### src/rtl/pipe_ctrl_pkg.sv
// rtl/pipe_ctrl_pkg.sv - shared types and constants for the pipeline hazard controller
package pipe_ctrl_pkg;

    typedef enum logic {
        RUN     = 1'b0,
        MD_WAIT = 1'b1
    } ctrlState_t;

    localparam logic [4:0]  REG_ZERO  = 5'd0;
    localparam logic [31:0] NOP_INSTR = 32'h0000_0000;

endpackage

### src/rtl/pipeline_hazard_ctrl_if.sv
// rtl/pipeline_hazard_ctrl_if.sv - pipeline stage inputs and hazard control outputs
interface pipeline_hazard_ctrl_if #(
    parameter int CNT_W = 16
);
    logic             ID_EX_MemRead;
    logic [4:0]       ID_EX_RegWriteAdd;
    logic [4:0]       IF_ID_RegAdd1;
    logic [4:0]       IF_ID_RegAdd2;
    logic             IF_ID_UsesRt;
    logic             MD_Start;
    logic             Branch_Taken;
    logic             PC_Write;
    logic             IF_ID_Write;
    logic             IF_ID_Flush;
    logic             ID_EX_Mux;
    logic             MD_Go;
    logic             MD_Busy;
    logic [CNT_W-1:0] Stall_Count;

    // Pipeline side: drives stage information, observes controls.
    modport master (
        output ID_EX_MemRead, ID_EX_RegWriteAdd, IF_ID_RegAdd1, IF_ID_RegAdd2,
               IF_ID_UsesRt, MD_Start, Branch_Taken,
        input  PC_Write, IF_ID_Write, IF_ID_Flush, ID_EX_Mux, MD_Go, MD_Busy,
               Stall_Count
    );

    // Controller side.
    modport slave (
        input  ID_EX_MemRead, ID_EX_RegWriteAdd, IF_ID_RegAdd1, IF_ID_RegAdd2,
               IF_ID_UsesRt, MD_Start, Branch_Taken,
        output PC_Write, IF_ID_Write, IF_ID_Flush, ID_EX_Mux, MD_Go, MD_Busy,
               Stall_Count
    );
endinterface

### src/rtl/hazard_detect_unit.sv
// rtl/hazard_detect_unit.sv - load-use hazard detection between EX and ID
module hazard_detect_unit
    import pipe_ctrl_pkg::*;
(
    input  logic       memRead,
    input  logic [4:0] exDest,
    input  logic [4:0] idRs,
    input  logic [4:0] idRt,
    input  logic       usesRt,
    output logic       loadUse
);
    // A load into $0 never creates a dependency; rt only matters if ID reads it.
    always_comb begin
        loadUse = memRead && (exDest != REG_ZERO) &&
                  ((exDest == idRs) || (usesRt && (exDest == idRt)));
    end
endmodule

### src/rtl/pipeline_hazard_ctrl.sv
// rtl/pipeline_hazard_ctrl.sv - stall/flush sequencer for PC, IF/ID and ID/EX
module pipeline_hazard_ctrl
    import pipe_ctrl_pkg::*;
#(
    parameter int MD_LATENCY = 32,
    parameter int CNT_W      = 16
)(
    input  logic                 clk,
    input  logic                 rst,
    pipeline_hazard_ctrl_if.slave hz
);
    localparam logic [7:0] MD_INIT = 8'(MD_LATENCY - 1);

    ctrlState_t       state, nextState;
    logic [7:0]       mdCnt, nextMdCnt;
    logic [CNT_W-1:0] stallCnt;
    logic             loadUse;
    logic             pcWrite, ifIdWrite, ifIdFlush, idExMux, mdGo;

    hazard_detect_unit u_hdu (
        .memRead (hz.ID_EX_MemRead),
        .exDest  (hz.ID_EX_RegWriteAdd),
        .idRs    (hz.IF_ID_RegAdd1),
        .idRt    (hz.IF_ID_RegAdd2),
        .usesRt  (hz.IF_ID_UsesRt),
        .loadUse (loadUse)
    );

    // Next state and hazard controls; branch beats load-use beats mult/div.
    always_comb begin
        nextState = state;
        nextMdCnt = mdCnt;
        pcWrite   = 1'b1;
        ifIdWrite = 1'b1;
        ifIdFlush = 1'b0;
        idExMux   = 1'b0;
        mdGo      = 1'b0;
        if (rst) begin
            pcWrite   = 1'b0;
            ifIdWrite = 1'b0;
            idExMux   = 1'b1;
            nextState = RUN;
            nextMdCnt = 8'd0;
        end else begin
            case (state)
                RUN: begin
                    if (hz.Branch_Taken) begin
                        ifIdFlush = 1'b1;
                        idExMux   = 1'b1;
                    end else if (loadUse) begin
                        pcWrite   = 1'b0;
                        ifIdWrite = 1'b0;
                        idExMux   = 1'b1;
                    end else if (hz.MD_Start) begin
                        pcWrite   = 1'b0;
                        ifIdWrite = 1'b0;
                        idExMux   = 1'b1;
                        mdGo      = 1'b1;
                        nextMdCnt = MD_INIT;
                        nextState = MD_WAIT;
                    end
                end
                MD_WAIT: begin
                    if (hz.Branch_Taken) begin
                        // The mult/div was on the wrong path; its result is dropped downstream.
                        ifIdFlush = 1'b1;
                        idExMux   = 1'b1;
                        nextMdCnt = 8'd0;
                        nextState = RUN;
                    end else if (mdCnt != 8'd0) begin
                        pcWrite   = 1'b0;
                        ifIdWrite = 1'b0;
                        idExMux   = 1'b1;
                        nextMdCnt = mdCnt - 8'd1;
                    end else begin
                        // Release; MD_Start still asserted here is the same op, not a new one.
                        nextState = RUN;
                    end
                end
                default: nextState = RUN;
            endcase
        end
    end

    // State and mult/div countdown registers.
    always_ff @(posedge clk) begin
        state <= nextState;
        mdCnt <= nextMdCnt;
    end

    // Saturating count of cycles in which the PC was held.
    always_ff @(posedge clk) begin
        if (rst) begin
            stallCnt <= '0;
        end else if (!pcWrite && (stallCnt != {CNT_W{1'b1}})) begin
            stallCnt <= stallCnt + 1'b1;
        end
    end

    assign hz.PC_Write    = pcWrite;
    assign hz.IF_ID_Write = ifIdWrite;
    assign hz.IF_ID_Flush = ifIdFlush;
    assign hz.ID_EX_Mux   = idExMux;
    assign hz.MD_Go       = mdGo;
    assign hz.MD_Busy     = (state == MD_WAIT) && !rst;
    assign hz.Stall_Count = stallCnt;
endmodule

### src/flat_wrapper.sv
// flat-port wrapper written by rule: the top's interface ports become plain ports
module pipeline_hazard_ctrl_flat import pipe_ctrl_pkg::*;
#(
    parameter int MD_LATENCY = 32,
    parameter int CNT_W      = 16
)
  (clk, rst, hz_ID_EX_MemRead, hz_ID_EX_RegWriteAdd, hz_IF_ID_RegAdd1, hz_IF_ID_RegAdd2, hz_IF_ID_UsesRt, hz_MD_Start, hz_Branch_Taken, hz_PC_Write, hz_IF_ID_Write, hz_IF_ID_Flush, hz_ID_EX_Mux, hz_MD_Go, hz_MD_Busy, hz_Stall_Count);
  pipeline_hazard_ctrl_if #(.CNT_W(CNT_W)) hz_i ();
  input  logic clk;
  input  logic rst;
  input wire logic [$bits(hz_i.ID_EX_MemRead)-1:0] hz_ID_EX_MemRead;
  input wire logic [$bits(hz_i.ID_EX_RegWriteAdd)-1:0] hz_ID_EX_RegWriteAdd;
  input wire logic [$bits(hz_i.IF_ID_RegAdd1)-1:0] hz_IF_ID_RegAdd1;
  input wire logic [$bits(hz_i.IF_ID_RegAdd2)-1:0] hz_IF_ID_RegAdd2;
  input wire logic [$bits(hz_i.IF_ID_UsesRt)-1:0] hz_IF_ID_UsesRt;
  input wire logic [$bits(hz_i.MD_Start)-1:0] hz_MD_Start;
  input wire logic [$bits(hz_i.Branch_Taken)-1:0] hz_Branch_Taken;
  output wire logic [$bits(hz_i.PC_Write)-1:0] hz_PC_Write;
  output wire logic [$bits(hz_i.IF_ID_Write)-1:0] hz_IF_ID_Write;
  output wire logic [$bits(hz_i.IF_ID_Flush)-1:0] hz_IF_ID_Flush;
  output wire logic [$bits(hz_i.ID_EX_Mux)-1:0] hz_ID_EX_Mux;
  output wire logic [$bits(hz_i.MD_Go)-1:0] hz_MD_Go;
  output wire logic [$bits(hz_i.MD_Busy)-1:0] hz_MD_Busy;
  output wire logic [$bits(hz_i.Stall_Count)-1:0] hz_Stall_Count;
  assign hz_i.ID_EX_MemRead = hz_ID_EX_MemRead;
  assign hz_i.ID_EX_RegWriteAdd = hz_ID_EX_RegWriteAdd;
  assign hz_i.IF_ID_RegAdd1 = hz_IF_ID_RegAdd1;
  assign hz_i.IF_ID_RegAdd2 = hz_IF_ID_RegAdd2;
  assign hz_i.IF_ID_UsesRt = hz_IF_ID_UsesRt;
  assign hz_i.MD_Start = hz_MD_Start;
  assign hz_i.Branch_Taken = hz_Branch_Taken;
  assign hz_PC_Write = hz_i.PC_Write;
  assign hz_IF_ID_Write = hz_i.IF_ID_Write;
  assign hz_IF_ID_Flush = hz_i.IF_ID_Flush;
  assign hz_ID_EX_Mux = hz_i.ID_EX_Mux;
  assign hz_MD_Go = hz_i.MD_Go;
  assign hz_MD_Busy = hz_i.MD_Busy;
  assign hz_Stall_Count = hz_i.Stall_Count;
  pipeline_hazard_ctrl #(.MD_LATENCY(MD_LATENCY), .CNT_W(CNT_W)) u_core (.clk(clk), .rst(rst), .hz(hz_i));
endmodule
### config.mk
export PLATFORM = sky130hd
export DESIGN_NAME = pipeline_hazard_ctrl_flat
export DESIGN_NICKNAME = d
export VERILOG_FILES = /design/src/rtl/pipe_ctrl_pkg.sv /design/src/rtl/pipeline_hazard_ctrl_if.sv /design/src/rtl/hazard_detect_unit.sv /design/src/rtl/pipeline_hazard_ctrl.sv /design/src/flat_wrapper.sv
export SDC_FILE = /design/constraint.sdc
export NUM_CORES = 1
export LEC_CHECK = 0
export BUFFER_PORTS_ARGS = -buffer_cell sky130_fd_sc_hd__buf_2
export CAP_MARGIN = 10
export CORE_ASPECT_RATIO = 1.5
export CORE_MARGIN = 2
export CORE_UTILIZATION = 40
export DETAILED_ROUTE_END_ITERATION = 7
export GPL_TIMING_DRIVEN = 0
export SYNTH_ARGS = -nofsm -noshare
export SYNTH_HDL_FRONTEND = slang
export SYNTH_SLANG_ARGS = --single-unit
### constraint.sdc
create_clock -name clk -period 2.4 [get_ports clk]
set_input_delay 0.48 -clock clk [delete_from_list [all_inputs] [get_ports clk]]
set_output_delay 0.48 -clock clk [all_outputs]
set_load 0.01 [all_outputs]
; After elaboration in Yosys (flattened, before gate mapping)
; Index checks and enable logic that the tools add are counted.
[word_totals]
regBits = 25
inputBits = 21
out_inout_bits = 22
[op_classes]
n_addsub = 2
eq_ne = 7
n_mux = 28
bitwise = 1
reduce_logical = 11
[ops]
columns = cell, n
row1 = $mux W8, 5
row2 = $mux W1, 19
row3 = $add A16 B1 Y16 const B, 1
row4 = $ne A16 B16 Y1 const B, 1
row5 = $pmux W8 S2, 1
row6 = $eq A5 B5 Y1, 2
row7 = $reduce_bool A8 Y1, 1
row8 = $sub A8 B1 Y8 const B, 1
row9 = $ne A2 B2 Y1 const B, 3
row10 = $pmux W1 S2, 3
row11 = $logic_and A1 B1 Y1, 5
row12 = $reduce_bool A5 Y1, 1
row13 = $reduce_and A4 Y1, 1
row14 = $ne A3 B3 Y1 const B, 1
row15 = $logic_not A1 Y1, 2
row16 = $logic_or A1 B1 Y1, 1
row17 = $not A1 Y1, 1

; Depth between registers and ports, before layout
[depth]
ltp_word = 10
mapped_depth = 10
depth_no_buf = 8

; Modules after synthesis
; Synthesis repeated with hierarchy kept, for this count alone.
[hier_totals]
cells_unflattened = 189
hier_area_um2 = 1501.4
[modules_own_cells]
columns = mod, instances, cells_per_inst, area_per_inst_um2
row1 = pipeline_hazard_ctrl, 1, 172, 1368.8
row2 = hazard_detect_unit, 1, 17, 132.6

; Worst setup path before layout
; No wires, ideal clock.
[synth_path]
kind = input to output
from = input hz_ID_EX_RegWriteAdd[0]
to = output hz_PC_Write
arrival_ns = 1.977
required_time_ns = 1.920
path_slack_ns = -0.057
cell_stages = 8
n_path_buf = 2
path_cell_list = or4_1 -> o21ai_2 -> nor2_2 -> a21oi_2 -> buf_6 -> nor2_1 -> nor2_1 -> buf_4
[synth_between]
elab_chain_len = 8
word_cells_on_any_way = 11
classes_between = eq/ne (2) / mux (4) / reduce/logical (5)
[synth_lines]
columns = element, line_no
row1 = start: declaration, flat_wrapper.sv:12  ; input wire logic [$bits(hz_i.ID_EX_RegWriteAdd)-1:0] hz_ID_EX_RegWriteAdd;
row2 = $eq A5 B5 Y1, hazard_detect_unit.sv:15  ; ((exDest == idRs) || (usesRt && (exDest == idRt)));
row3 = $logic_and A1 B1 Y1, hazard_detect_unit.sv:15
row4 = $logic_or A1 B1 Y1, hazard_detect_unit.sv:15
row5 = $logic_and A1 B1 Y1 *, hazard_detect_unit.sv:14  ; loadUse = memRead && (exDest != REG_ZERO) &&
row6 = $mux W1 * (2 in series), -
row7 = $pmux W1 S2 *, -
row8 = $mux W1 *, -
row9 = end: declaration, flat_wrapper.sv:18  ; output wire logic [$bits(hz_i.PC_Write)-1:0] hz_PC_Write;
; Every way passes the cells marked *; elsewhere a longest branch is shown, timed or not.

; Worst setup path after layout
[layout_path]
from = register u_core.mdCnt[0]
to = output hz_PC_Write
[layout_between]
elab_chain_len = 5
[layout_lines]
columns = element, line_no
row1 = start: declaration, pipeline_hazard_ctrl.sv:15  ; logic [7:0] mdCnt, nextMdCnt;
row2 = start signal: assignment, pipeline_hazard_ctrl.sv:88  ; mdCnt <= nextMdCnt;
row3 = $reduce_bool A8 Y1, pipeline_hazard_ctrl.sv:70  ; end else if (mdCnt != 8'd0) begin
row4 = $mux W1, pipeline_hazard_ctrl.sv:70
row5 = $mux W1, pipeline_hazard_ctrl.sv:64  ; if (hz.Branch_Taken) begin
row6 = $pmux W1 S2, pipeline_hazard_ctrl.sv:45  ; case (state)
row7 = $mux W1, pipeline_hazard_ctrl.sv:38  ; if (rst) begin
; No other way between the ends.

==> flow_summary.ini <==
[clock_network]
cts_tree = built
path_clk_slew_ns = 0.10
htree_levels = 1
clockRootBuffer = clkbuf_8
postCtsHoldBufs = 0
cts_buffers = 3
max-clock-path-buffers = 2
clk_latency_ns = 0.27
cts_sinks = 25

[status]
failed_checks = negative setup slack
status = finished, violations left

[synthesis]
ys_types = 54
synth_top_area_cell = dfxtp_1
synth-async-reset-ratio = 0
ys_top_cells_by_area = dfxtp_1 30%, xnor2_1 5.3%, a21oi_1 4.2%, nor2_1 3.9%, o21ai_0 3.6%
synth.most_common_cell = dfxtp_1
netlist_area_um2 = 1652
synth_edf_count = 0
ys_seq_area_frac = 0.3030
yosys_register_bits = 25
syn_area_per_cell_um2 = 8.057
synth_flop_cell = dfxtp_1
synthCells = 205
ys_top_cells_by_count = 25 x dfxtp_1, 17 x nor2_1, 14 x a21oi_1, 14 x nand2_1, 12 x o21ai_0
synth_top_area_share = 0.3030
ys_warn_count = 0
syn-num-nets = 229

[global_routing]
grt_use_total = 0.1890
grt_max_degree = 20
grt_pass1_wl_um = 7044
antenna_found_initial = 0
grt_pass1_vias = 1539
overflow = 0

[die]
coreArea_um2 = 3959
io_pins = 43
initial_core_util = 0.4172
die-width_um = 56.47
die-area_um2 = 4670
row_count = 28
die_h_um = 82.70

[sta]
finalWorstSetupSlack_ns = -0.1923
setup_viol = 3
finalHoldViolCount = 0
period_minus_slack_ns = 2.592
fin_crit_sh = 1.080
rsz0062_at_grt = true
relSlewSlack = 0.6619
clock.fmax_ghz = 0.3858
finalClockSkew_ns = 0.01005
hold_ws_ns = 0.4931
worst_slew_pin_slew_ns = 0.5072
finalSetupTns_ns = -0.4642
maxSlewViolCount = 0

[cells_and_area]
diodes = 0
syn2layout_area_growth_pct = 26.14
final_nets = 284
drive_above_1_share = 0.3359

[critical_path]
crit_arrival_ns = 2.11
r2r_cells = 9
rr_endpoint = u_core.hz.Stall_Count[13]$_SDFFE_PP0P_
worstSetupEndpointType = primary output
crit-reg2reg-launch = u_core.mdCnt[0]$_SDFFE_PP0P_
slowest_delay_ns = 0.48
cp_slowest_cell = or4b_4
path_class = register to primary output
critical_path_buf_inv_count = 4
crit_path_max_fanout = 2
required_ns = 1.92
crit_chain = inv_2 > ha_1 > or4b_4 > o21ai_2 > nand2_1 > a21oi_2 > buf_6 > nor2_2 > nor2_2 > buf_4 > buf_6
start_kind = register
crit_family = simple AND/OR/NAND/NOR gates
r2r_slack_ns = 0.16

[route]
routed_wl_um = 4217
viasPerCell = 5.438
via_count = 1653
firstDrtPassIters = 4
first_iter_violations = 58
wl_per_cell_um = 13.87
drcViolationCount = 0
antenna_left = 0

[worst_hold_path]
hold_path_depth = 1
worstHoldStart = u_core.mdCnt[7]$_SDFFE_PP0P_
holdPathEnd = u_core.mdCnt[7]$_SDFFE_PP0P_
worstHoldPathType = register to register

[pwr]
total_power_uw = 1079
p_per_area_nw_per_um2 = 517.9
peakVddDrop_mv = 0.3551
leakagePower_uw = 0.0008448

[placed_design]
place_ws_ns = -0.3964
port_buffers = 42
dp_hpwl_um = 3199
gp_congestion = 0.8142

[job]
cap_viol_max_count = 0
[sequential cells by signal (all words and copies together) (netlist names)]
register               flops
u_core.mdCnt               8
u_core.hz.Stall_Count     16
u_core.state               1
[cell type report]
type                    count  area (µm²)
well taps                  45       56.30
fillers                   406        1876
inverters                   7       26.28
flip-flops and latches     25       503.0
repair buffers             51       290.3
multi-input cells         164        1114
clock buffers               3       41.29
plain buffers               8       47.55
clock inverters             1       5.005
[per-stage QoR]
stage | instances | util | area, µm²
2_1_floorplan | 205 | - | 1654
6_report | 304 | 0.5262 | 2083
5_1_grt | 304 | 0.5262 | 2083
3_3_place_gp | 292 | 0.4851 | 1921
4_1_cts | 302 | 0.5164 | 2044
3_5_place_dp | 292 | 0.4851 | 1921
[worst max-delay path by stage]
stage | from | depth (start not counted) | endpoint
2_1_floorplan | hz_ID_EX_RegWriteAdd[0] | 8 | hz_PC_Write
3_3_place_gp | rst | 7 | hz_PC_Write
3_5_place_dp | rst | 7 | hz_PC_Write
4_1_cts | u_core.mdCnt[0]$_SDFFE_PP0P_ | 11 | hz_PC_Write
5_1_grt | u_core.mdCnt[0]$_SDFFE_PP0P_ | 11 | hz_PC_Write
6_report | u_core.mdCnt[0]$_SDFFE_PP0P_ | 11 | hz_PC_Write
[power breakdown]
group / internal, µW / switching (µW) / total (µW)
combinational: 157 / 181 / 338
clock: 116 / 141 / 257
sequential: 449 / 34.3 / 484
total: 723 / 356 / 1080
[cells by family after synthesis]
family / count (synthesis) / synth area share
compound gates: 50 / 0.1993
mux: 6 / 0.04166
simple gates: 94 / 0.3288
xor+xnor: 11 / 0.05833
flops: 25 / 0.3030
buf+inv: 16 / 0.04621
fa+ha+maj: 3 / 0.02273
[layer usage]
metal / global-route usage / vias to the layer above / part of all wire
met1: 0.2204 / 772 / 0.42
li1: - / 857 / -
met3: 0.01869 / 5 / 0.023
met5: 0 / - / 0
met4: 0.08571 / 0 / 0.012
met2: 0.3465 / 19 / 0.54
[cells in the final DEF (no fill, tap or decap), types with 2 or more instances in the layout]
master    synthesis  final
o41ai_1           2      2
ha_1              3      3
o21ai_0          12     12
mux2i_1           2      2
nand4_1           4      4
nor2_1           17     15
and2_1            2      2
clkbuf_1          5      3
o21ai_1           2      2
nor2b_1           7      7
dfxtp_1          25     23
buf_2             1     41
nor2_2            2      4
mux2_1            3      3
inv_1             7      5
nor3_1            7      7
inv_2             0      2
nand3_1           5      4
nand2_1          14     13
buf_6             1      3
or4_1             6      5
buf_4             2     11
or3_1             6      6
nor4_1            3      3
clkbuf_8          0      3
a31oi_1           3      3
xnor2_1          10     10
nand2b_1          8      7
o21ai_4           1      2
dfxtp_2           0      2
a21oi_1          14     14
o31ai_1           5      5
[repair_timing]
item / CTS / global route
setup buffers: 7 / 2
resized for setup: 10 / 4
hold endpoints to repair: 0 / 0
pin swaps: 2 / 3
setup endpoints to repair: 3 / 4
Note: power is estimated with default switching activity, not from simulation.
